`config.mk`:
```
export PLATFORM = sky130hd
export DESIGN_NAME = nonogram_load_sequencer_flat
export DESIGN_NICKNAME = d
export VERILOG_FILES = /design/src/rtl/nonogram_load_sequencer_if.sv /design/src/rtl/nonogram_load_sequencer.sv /design/src/flat_wrapper.sv
export SDC_FILE = /design/constraint.sdc
export NUM_CORES = 1
export LEC_CHECK = 0
export CORE_MARGIN = 2
export CORE_UTILIZATION = 39
export DETAILED_ROUTE_END_ITERATION = 12
export GPL_ROUTABILITY_DRIVEN = 0
export HOLD_SLACK_MARGIN = 0.1
export PLACE_DENSITY = 0.77
export SYNTH_ARGS = -nofsm -noshare
export SYNTH_HDL_FRONTEND = slang
export SYNTH_SLANG_ARGS = --single-unit
```
`constraint.sdc`:
```
create_clock -name clock -period 2.05 [get_ports clock]
set_clock_uncertainty 0.15 [all_clocks]
set_input_delay 0.41 -clock clock [delete_from_list [all_inputs] [get_ports clock]]
set_output_delay 0.41 -clock clock [all_outputs]
set_load 0.05 [all_outputs]
```
`src/rtl/nonogram_load_sequencer_if.sv`:
```
// Constraint-BRAM read port and constraint-word stream between the load sequencer and its peers.
// The sequencer drives through master; the BRAM/solver/display side uses slave.
interface nonogram_load_sequencer_if #(
  parameter int ADDR_W = 7,
  parameter int CONS_W = 20
);
  logic              mem_rd_en;
  logic [ADDR_W-1:0] mem_addr;
  logic [CONS_W-1:0] mem_data;
  logic              cons_valid;
  logic [4:0]        cons_idx;
  logic [CONS_W-1:0] cons_data;
  logic              cons_ready;

  modport master (
    output mem_rd_en, mem_addr, cons_valid, cons_idx, cons_data,
    input  mem_data, cons_ready
  );

  modport slave (
    input  mem_rd_en, mem_addr, cons_valid, cons_idx, cons_data,
    output mem_data, cons_ready
  );
endinterface

```
`src/rtl/nonogram_load_sequencer.sv`:
```
// Loads one puzzle's constraint words from BRAM, streams them to the solver/display,
// then runs the solver and captures its grid or records fail/timeout.
//
// state      | meaning
// IDLE       | waiting for start after reset
// RD_ISSUE   | one-cycle BRAM read strobe for word idx
// RD_WAIT    | waiting RD_LAT cycles for BRAM data
// PRESENT    | cons_valid high until the sink accepts the word
// SOLVE_GO   | one-cycle solver_start pulse
// SOLVE_WAIT | waiting for done/fail or budget expiry
// DONE       | grid captured, waiting for start
// ERR        | err_code set, waiting for start
module nonogram_load_sequencer #(
  parameter int NUM_CONS = 20,
  parameter int CONS_W   = 20,
  parameter int GRID_N   = 10,
  parameter int RD_LAT   = 2,
  parameter int ADDR_W   = 7,
  parameter int TIMEOUT  = 2**24
) (
  input  logic                       clock,
  input  logic                       reset,
  input  logic                       start_i,
  input  logic [1:0]                 puzzle_sel_i,
  nonogram_load_sequencer_if.master  bus,
  output logic                       solver_start_o,
  input  logic                       solver_done_i,
  input  logic                       solver_fail_i,
  input  logic [GRID_N*GRID_N-1:0]   grid_i,
  output logic [GRID_N*GRID_N-1:0]   grid_o,
  output logic                       disp_update_o,
  output logic                       busy_o,
  output logic [1:0]                 err_code_o
);
  localparam int LAT_W = $clog2(RD_LAT + 1);
  localparam int CNT_W = (TIMEOUT > 2) ? $clog2(TIMEOUT) : 1;

  typedef enum logic [2:0] {
    S_IDLE, S_RD_ISSUE, S_RD_WAIT, S_PRESENT,
    S_SOLVE_GO, S_SOLVE_WAIT, S_DONE, S_ERR
  } state_t;

  state_t                    state_q, state_d;
  logic [ADDR_W-1:0]         base_q, base_d;
  logic [4:0]                idx_q, idx_d;
  logic [LAT_W-1:0]          lat_q, lat_d;
  logic [CNT_W-1:0]          cnt_q, cnt_d;
  logic [CONS_W-1:0]         cons_data_q, cons_data_d;
  logic [GRID_N*GRID_N-1:0]  grid_q, grid_d;
  logic                      disp_q, disp_d;
  logic [1:0]                err_q, err_d;

  always_ff @(posedge clock) begin
    if (reset) begin
      state_q     <= S_IDLE;
      base_q      <= '0;
      idx_q       <= '0;
      lat_q       <= '0;
      cnt_q       <= '0;
      cons_data_q <= '0;
      grid_q      <= '0;
      disp_q      <= 1'b0;
      err_q       <= 2'd0;
    end else begin
      state_q     <= state_d;
      base_q      <= base_d;
      idx_q       <= idx_d;
      lat_q       <= lat_d;
      cnt_q       <= cnt_d;
      cons_data_q <= cons_data_d;
      grid_q      <= grid_d;
      disp_q      <= disp_d;
      err_q       <= err_d;
    end
  end

  always_comb begin
    state_d     = state_q;
    base_d      = base_q;
    idx_d       = idx_q;
    lat_d       = lat_q;
    cnt_d       = cnt_q;
    cons_data_d = cons_data_q;
    grid_d      = grid_q;
    disp_d      = 1'b0;
    err_d       = err_q;
    case (state_q)
      S_IDLE, S_DONE, S_ERR: begin
        if (start_i) begin
          base_d  = ADDR_W'({puzzle_sel_i, 5'b0});
          idx_d   = '0;
          err_d   = 2'd0;
          state_d = S_RD_ISSUE;
        end
      end
      S_RD_ISSUE: begin
        lat_d   = LAT_W'(1);
        state_d = S_RD_WAIT;
      end
      S_RD_WAIT: begin
        if (lat_q == LAT_W'(RD_LAT)) begin
          cons_data_d = bus.mem_data;
          state_d     = S_PRESENT;
        end else begin
          lat_d = lat_q + LAT_W'(1);
        end
      end
      S_PRESENT: begin
        if (bus.cons_ready) begin
          if (idx_q == 5'(NUM_CONS - 1)) begin
            state_d = S_SOLVE_GO;
          end else begin
            idx_d   = idx_q + 5'd1;
            state_d = S_RD_ISSUE;
          end
        end
      end
      S_SOLVE_GO: begin
        // cnt_q counts cycles elapsed since the solver_start cycle
        cnt_d   = CNT_W'(1);
        state_d = S_SOLVE_WAIT;
      end
      S_SOLVE_WAIT: begin
        if (solver_fail_i) begin
          err_d   = 2'd1;
          state_d = S_ERR;
        end else if (solver_done_i) begin
          grid_d  = grid_i;
          disp_d  = 1'b1;
          state_d = S_DONE;
        end else if (cnt_q == CNT_W'(TIMEOUT - 1)) begin
          err_d   = 2'd2;
          state_d = S_ERR;
        end else begin
          cnt_d = cnt_q + CNT_W'(1);
        end
      end
      default: state_d = S_IDLE;
    endcase
  end

  always_comb begin
    bus.mem_rd_en  = (state_q == S_RD_ISSUE);
    bus.mem_addr   = (state_q == S_RD_ISSUE) ? base_q + ADDR_W'(idx_q) : '0;
    // drop valid in the very cycle reset is sampled so no word is half-delivered
    bus.cons_valid = (state_q == S_PRESENT) && !reset;
    bus.cons_idx   = idx_q;
    bus.cons_data  = cons_data_q;
    solver_start_o = (state_q == S_SOLVE_GO);
    busy_o         = !((state_q == S_IDLE) || (state_q == S_DONE) || (state_q == S_ERR));
    grid_o         = grid_q;
    disp_update_o  = disp_q;
    err_code_o     = err_q;
  end
endmodule
```
`src/flat_wrapper.sv`:
```
// flat-port wrapper written by rule: the top's interface ports become plain ports
module nonogram_load_sequencer_flat 
#(
  parameter int NUM_CONS = 20,
  parameter int CONS_W   = 20,
  parameter int GRID_N   = 10,
  parameter int RD_LAT   = 2,
  parameter int ADDR_W   = 7,
  parameter int TIMEOUT  = 2**24
)
  (clock, reset, start_i, puzzle_sel_i, solver_start_o, solver_done_i, solver_fail_i, grid_i, grid_o, disp_update_o, busy_o, err_code_o, bus_mem_rd_en, bus_mem_addr, bus_cons_valid, bus_cons_idx, bus_cons_data, bus_mem_data, bus_cons_ready);
  nonogram_load_sequencer_if #(.ADDR_W(ADDR_W), .CONS_W(CONS_W)) bus_i ();
  input  logic clock;
  input  logic reset;
  input  logic start_i;
  input  logic [1:0] puzzle_sel_i;
  output logic solver_start_o;
  input  logic solver_done_i;
  input  logic solver_fail_i;
  input  logic [GRID_N*GRID_N-1:0] grid_i;
  output logic [GRID_N*GRID_N-1:0] grid_o;
  output logic disp_update_o;
  output logic busy_o;
  output logic [1:0] err_code_o;
  output wire logic [$bits(bus_i.mem_rd_en)-1:0] bus_mem_rd_en;
  output wire logic [$bits(bus_i.mem_addr)-1:0] bus_mem_addr;
  output wire logic [$bits(bus_i.cons_valid)-1:0] bus_cons_valid;
  output wire logic [$bits(bus_i.cons_idx)-1:0] bus_cons_idx;
  output wire logic [$bits(bus_i.cons_data)-1:0] bus_cons_data;
  input wire logic [$bits(bus_i.mem_data)-1:0] bus_mem_data;
  input wire logic [$bits(bus_i.cons_ready)-1:0] bus_cons_ready;
  assign bus_mem_rd_en = bus_i.mem_rd_en;
  assign bus_mem_addr = bus_i.mem_addr;
  assign bus_cons_valid = bus_i.cons_valid;
  assign bus_cons_idx = bus_i.cons_idx;
  assign bus_cons_data = bus_i.cons_data;
  assign bus_i.mem_data = bus_mem_data;
  assign bus_i.cons_ready = bus_cons_ready;
  nonogram_load_sequencer #(.NUM_CONS(NUM_CONS), .CONS_W(CONS_W), .GRID_N(GRID_N), .RD_LAT(RD_LAT), .ADDR_W(ADDR_W), .TIMEOUT(TIMEOUT)) u_core (.clock(clock), .reset(reset), .start_i(start_i), .puzzle_sel_i(puzzle_sel_i), .bus(bus_i), .solver_start_o(solver_start_o), .solver_done_i(solver_done_i), .solver_fail_i(solver_fail_i), .grid_i(grid_i), .grid_o(grid_o), .disp_update_o(disp_update_o), .busy_o(busy_o), .err_code_o(err_code_o));
endmodule
```
==> summary.txt, run 1 <==
Die
  • Die width: 134 um
  • Die ar.: 17,900 um2
  • Row count: 47
  • Core Region: 16,500 um2
  • I/O pins: 267
  • Die Ht: 134 um
  • Initial Util: 39.7%

CTS
  • H-tree levels: 4
  • Clock Latency Late Sink: 0.42 ns
  • CTS Sinks: 159
  • Hold-fix buffers, CTS: 0
  • CTS buffer count: 17
  • Bufs on Longest Clock Path: 2
  • Clock-pin slew on the worst setup and hold paths: 0.06 ns
  • TritonCTS clock tree: built
  • Root buf cell: clkbuf_16

Worst setup path
  • Critical-path cell list: ha_4 -> nand3_4 -> or4_4 -> o21ai_4 -> buf_12 -> nor2_2 -> o221a_2
  • Crit-path max FO: 8
  • Worst setup EP type: flop
  • Slowest stage delay, CP: 0.52 ns
  • Critical Path RT: 2.21 ns
  • CP startpoint kind: flop
  • Data arrival, critical path: 2.24 ns
  • CP max stage cell: or4_4
  • Worst R2R Setup Slack: -0.03 ns
  • CP Class: flop to flop

Synthesis
  • Synth Flop Type: dfxtp_1
  • Post-synth ARST share: 0%
  • YS warnings: 0
  • Post-synth top area share: 48.5%
  • EDFF count, synth: 0
  • Sequential cell area fraction in the yosys report: 48.5%
  • Post-synthesis cell count: 839
  • Largest cells by area after synthesis: dfxtp_1 (49%), nand2_1 (16%), a21oi_1 (10%)
  • Synth Register Bits: 159
  • Synth Cell Area: 6560 um2
  • Cell taking the most area after synthesis: dfxtp_1
  • Yosys cell types: 56
  • Syn Nets: 972
  • Mean Syn Cell Area: 7.82 um2

Cells and area
  • # diodes: 0
  • Most common cell after layout, fill and taps aside: nand2_1
  • Share of cells above drive strength 1: 23.5%
  • Nets: 1,293
  • Area grow syn2layout: 64.6%
  • Most frequent cells in the layout: nand2_1 (270), buf_4 (156), dfxtp_1 (147)

Timing
  • Period utilization: 101%
  • Setup TNS: -0.0269 ns
  • Fin crit period: 2.08 ns
  • Endpoints failing hold: 0
  • Max-slew headroom: 59.7%
  • Hold slack: 0.183 ns
  • Max Transition Viols Final: 0
  • Final worst-path setup slack: -0.0263 ns
  • Worst-Margin Slew: 0.604 ns
  • Final setup violation count: 2
  • Max frequency: 482 MHz
  • RSZ-0062 raised after global routing: true

Outcome
  • Outcome: finished, violations left
  • Violated checks: setup timing

Global routing
  • Initial antenna violation count: 0
  • Vias in the first global route: 6,763
  • Largest net degree at the start of global routing: 76
  • Global-route wire length before repair: 33,800 um
  • Gr usage total: 23.4%
  • Total grt overflow: 0

Routing
  • First DRT Iteration DRCs: 453
  • Highest Signal Layer: met4
  • Met1 WL: 8990 um
  • Residual DRC count: 0
  • Post-DR wirelength/cell: 15.5 um
  • Post-route antenna net violation count: 0
  • DR vias/cell: 5.09
  • WL final: 21,600 um
  • Via count: 7,092
  • Drt pass-1 iters: 4
  • Met2 WL post-DR: 10,600 um
  • Met3 WL post-DR: 1430 um

Worst hold path
  • Hold Path Class: primary input to flop

Power
  • Lkg Pwr: 4.31 nW
  • Worst vdd ir: 529 uV
  • Pwr Total: 7.75 mW
  • Power Density: 718 nW/um2

Flow run
  • Max-cap violations: 0

Place
  • Dpl hpwl: 15,100 um
  • Port bufs: 266
==> cell families (layout without fill, tap and decap cells) <==
kind of cell               after synthesis  count (layout)  share of synthesized area [%]
AOI/OAI and AO/OA                      205             205                           18.5
adders and majority gates                5               5                          0.954
buffers and inverters                   72             406                           4.43
DFF                                    159             159                           48.5
muxes                                    8               8                           1.32
and+or+nand+nor                        390             390                           26.2
==> registers in the layout, indices dropped and copies added, names as in the netlist, 2 cells and up <==
name,count
u_core.grid_o,100
u_core.cnt_q,24
u_core.bus.cons_data,20
u_core.bus.cons_idx,5
u_core.state_q,3
u_core.base_q,2
u_core.err_code_o,2
u_core.lat_q,2
==> cell type report <==
type | count | area [um2]
clock inverters | 14 | 158
inverters | 11 | 43.8
well taps | 220 | 275
clock buffers | 18 | 429
repair buffers | 363 | 3420
flip-flops and latches | 159 | 3210
fillers | 1379 | 5730
multi-input cells | 608 | 3260
==> worst paths after layout <==
check	startpoint	to	depth (start not counted)
max	u_core.cnt_q[1]	u_core.cnt_q[7]	7
min	reset	u_core.base_q[6]	2
max reg2reg	u_core.cnt_q[1]	u_core.cnt_q[7]	7
min reg2reg	u_core.grid_o[80]	u_core.grid_o[80]	2
==> where the power goes <==
part | switching (mW) | internal [mW] | total (mW)
Clock | 1.35 | 1.82 | 3.17
Combinational | 0.632 | 0.761 | 1.39
Sequential | 0.0522 | 3.13 | 3.18
Total | 2.03 | 5.71 | 7.75
==> Yosys cell counts, types with 4 or more instances <==
| library cell | n |
|---|---|
| a31oi_1 | 5 |
| a21oi_1 | 136 |
| clkbuf_1 | 45 |
| inv_1 | 10 |
| or4_1 | 5 |
| a21boi_0 | 5 |
| o211ai_1 | 7 |
| nand3_1 | 15 |
| nor2b_1 | 5 |
| nor2_1 | 29 |
| buf_2 | 16 |
| o31ai_1 | 5 |
| or3_1 | 5 |
| and3_1 | 4 |
| mux2i_1 | 6 |
| nand2_1 | 273 |
| nor3_1 | 7 |
| o21ai_0 | 14 |
| nand4_1 | 12 |
| ha_1 | 5 |
| o41ai_1 | 4 |
| dfxtp_1 | 159 |
| and2_1 | 12 |
==> timing repair <==
item / in CTS / in global routing
endpoints found under the setup margin: 88 / 51
buffers inserted: 5 / 7
pin swaps: 10 / 10
gates resized for setup: 78 / 26
gates cloned: 0 / 1
==> per-stage QoR <==
step                      cell area, um2  instances  utilization [%]  worst slack, ns
after detailed placement           10000       1349             60.6           -0.421
after floorplan                     6620        839                -          -0.0493
final                              10800       1393             65.3          -0.0263
after global placement             10000       1349             60.6           -0.406
after CTS                          10600       1385             64.4         -0.00308
after global routing               10800       1393             65.3          -0.0687
==> worst max-delay path: cells and delay by family, from the launching register on <==
family | cells | cell delay, ns
DFF | 1 | 0.36
and+or+nand+nor | 3 | 0.64
adders and majority gates | 1 | 0.15
buffers and inverters | 1 | 0.16
AOI/OAI and AO/OA | 2 | 0.51
==> layer usage <==
layer,up-vias,GRT usage (%)
li1,3509,-
met2,276,39.3
met3,47,5.29
met5,-,0
met4,0,9.99
met1,3260,28.8
(Power assumes the default switching activity.)
==> inputs of run 2 (changes only) <==
- ABC_CLOCK_PERIOD_IN_PS: default -> 2050
==> results of run 2 <==
Same layout as run 1: the final DEF is identical, and so are final timing and power.
==> RTL edit, RTL diff (flow settings as in run 1) <==
`ADDR_W` is set to 7 in 3 places; all go to 6.
--- a/src/rtl/nonogram_load_sequencer_if.sv
+++ b/src/rtl/nonogram_load_sequencer_if.sv
@@ -1,7 +1,7 @@
 // Constraint-BRAM read port and constraint-word stream between the load sequencer and its peers.
 // The sequencer drives through master; the BRAM/solver/display side uses slave.
 interface nonogram_load_sequencer_if #(
-  parameter int ADDR_W = 7,
+  parameter int ADDR_W = 6,
   parameter int CONS_W = 20
 );
   logic              mem_rd_en;
--- a/src/rtl/nonogram_load_sequencer.sv
+++ b/src/rtl/nonogram_load_sequencer.sv
@@ -15,7 +15,7 @@
   parameter int CONS_W   = 20,
   parameter int GRID_N   = 10,
   parameter int RD_LAT   = 2,
-  parameter int ADDR_W   = 7,
+  parameter int ADDR_W   = 6,
   parameter int TIMEOUT  = 2**24
 ) (
   input  logic                       clock,
--- a/src/flat_wrapper.sv
+++ b/src/flat_wrapper.sv
@@ -5,7 +5,7 @@
   parameter int CONS_W   = 20,
   parameter int GRID_N   = 10,
   parameter int RD_LAT   = 2,
-  parameter int ADDR_W   = 7,
+  parameter int ADDR_W   = 6,
   parameter int TIMEOUT  = 2**24
 )
   (clock, reset, start_i, puzzle_sel_i, solver_start_o, solver_done_i, solver_fail_i, grid_i, grid_o, disp_update_o, busy_o, err_code_o, bus_mem_rd_en, bus_mem_addr, bus_cons_valid, bus_cons_idx, bus_cons_data, bus_mem_data, bus_cons_ready);
Ports: changed (resized bus_mem_addr); port bits go from 267 to 266. The function was not compared with the original's and may differ.
==> RTL edit against run 1 <==
  * The run still ends with setup timing left
  * Wire length is 1.6% lower
  * Utilization increased by 1.6 points
  * Design area shrank 1.4%
  * Synthesized area down 3.1%
  * First-iteration DRC count is 25% lower
  * Setup slack worse by 0.20 ns
  * Power shrank 2.8%
  * Sequential power hardly changed
  * Sequential cell count down 1
  * Critical endpoint is now u_core.cnt_q[18]
  * Largest cell class is now multi-input gates
  * Highest routed layer unchanged
==> RTL edit: results (changes against run 1) <==
| Metric | Value |
|---|---|
| Number of flip-flops in the largest register | `100 (unchanged)` |
| Final net count | `1275 (-1.4%)` |
| Asr flop ratio synth | `0 (unchanged)` |
| Ant. Diodes | `0 (unchanged)` |
| Failing checks | `setup timing` |
| CP max stage cell | `or4_4` |
| Layout cells sized above 1 | `0.250 (+0.0145)` |
| Port buffer count | `264 (-0.75%)` |
| Largest cells by area after synthesis | `dfxtp_1 50%, nand2_1 16%, a21oi_1 11%, clkbuf_1 2.8%, o21ai_0 1.9%` |
| Worst-path clk slew | `0.06 ns (about the same)` |
| Buffer levels on the longest clock path | `2 (unchanged)` |
| Crit path setup slack, layout | `-0.226 ns (-0.200 ns)` |
| CP top delay family | `simple AND/OR/NAND/NOR gates` |
| Number of antenna violations at the first check in global routing | `0 (unchanged)` |
| Total number of yosys warnings | `0 (unchanged)` |
| Peak supply drop | `520 uV (-1.7%)` |
| Netlist cell types | `51 (-8.9%)` |
| Clk_lat worst skew | `0.42 ns (about the same)` |
| Sequential area share after synthesis | `0.498 (+0.0122)` |
| Critical Path AT | `2.44 ns (+0.20 ns)` |
| Status | `finished with violations` |
| All-Layer GR Usage | `0.233 (-0.00106)` |
| HPWL Detailed | `14000 um (-7.3%)` |
| # fillers | `1302 (-5.6%)` |
| Vias post-DR | `6912 (-2.5%)` |
| CP peak stage delay | `0.50 ns (-0.02 ns)` |
| Hold crit path type | `reg -> reg` |
| Setup violations, final | `29 (+27)` |
| Commonest cells in the synthesized netlist | `266 x nand2_1, 158 x dfxtp_1, 140 x a21oi_1` |
| Post-Syn Nets | `952 (-2.1%)` |
| DR pass1 iterations | `5 (+1)` |
| First-pass GRT wire length | `32900 um (-2.7%)` |
| Num CTS Buffers | `17 (unchanged)` |
| Largest net degree at the start of global routing | `67 (-12%)` |
| Worst Tran Pin Value | `0.525 ns (-0.0792 ns)` |
| DR iter-0 viols | `339 (-25%)` |
| CTS H-tree depth | `4 (unchanged)` |
| Vias in the first global route | `6630 (-2.0%)` |
| Clk root buf | `clkbuf_16` |
| Drt total wl | `21200 um (-1.6%)` |
| Max FO, Critical Path | `4 (-4)` |
| Leak pwr | `4.24 nW (-1.5%)` |
| Pre-CTS setup slack | `-0.492 ns (-0.0709 ns)` |
-- RTL edit: cell count changes after synthesis, moves of 5 or more --
cell | run 1 | this run
buf_2 | 16 | 1
o21ai_0 | 14 | 24
a31oi_1 | 5 | 13
nand4_1 | 12 | 4
nand2_1 | 273 | 266
o211ai_1 | 7 | 0
and2_1 | 12 | 7
or3_1 | 5 | 10
-- RTL edit: cells by family after synthesis --
kind of cell | count (synthesis) | synth area share
AOI/OAI and AO/OA | 204 | 0.181
adders and majority gates | 5 | 0.00984
buffers and inverters | 62 | 0.0386
DFF | 158 | 0.498
muxes | 7 | 0.0110
and+or+nand+nor | 383 | 0.262
-- RTL edit: per-layer routing --
layer  vias up  global-route usage  routed length, um
met5         -                   0                  0
met4         0              0.0809                544
met3        47              0.0768               1500
met2       256               0.394              10300
met1      3194               0.276               8880
li1       3415                   -                  -
-- RTL edit: path summary, 6_finish.rpt --
path | from | to | slack [ns] | cells after the start
setup / recovery | u_core.cnt_q[1] | u_core.cnt_q[18] | -0.23 | 9
hold / removal | u_core.bus.cons_data[15] | u_core.bus.cons_data[15] | 0.30 | 2
setup reg to reg | u_core.cnt_q[1] | u_core.cnt_q[18] | -0.23 | 9
hold reg to reg | u_core.bus.cons_data[15] | u_core.bus.cons_data[15] | 0.30 | 2
-- RTL edit: stage by stage --
stage / std cells / cell area [um^2] / power [mW] / TNS [ns]
floorplan: 819 / 6440 / 3.79 / -2.42
global placement: 1328 / 9700 / 4.35 / -9.18
detailed placement: 1328 / 9700 / 4.36 / -10.37
CTS: 1365 / 10400 / 7.47 / -6.06
global route: 1369 / 10600 / 7.79 / -6.62
finish: 1369 / 10600 / 7.53 / -4.54
-- RTL edit: cell type report --
class | instances | area (um^2) | area share
multi-input cells | 600 | 3300 | 0.310
repair buffers | 354 | 3280 | 0.308
flip-flops and latches | 158 | 3190 | 0.300
clock buffers | 20 | 447 | 0.0420
well taps | 216 | 270 | 0.0254
clock inverters | 10 | 113 | 0.0106
inverters | 11 | 45.0 | 0.00423
-- RTL edit: power by group --
part / internal, mW / switching, mW / leakage [nW]
sequential: 3.12 / 0.0626 / 1.28
clock: 1.81 / 1.26 / 0.281
combinational: 0.660 / 0.611 / 2.68
-- RTL edit: tightest hold or removal path: cells and delay by family, from the launching register on --
kind / cells / cell delay, ns
DFF: 1 / 0.30
and+or+nand+nor: 1 / 0.05
AOI/OAI and AO/OA: 1 / 0.05
-- RTL edit: timing repair --
item | in CTS | in global routing
cloned | 0 | 1
setup endpoints to repair | 77 | 45
pin swaps | 21 | 16
gates resized for setup | 64 | 56
buffers inserted | 8 | 3
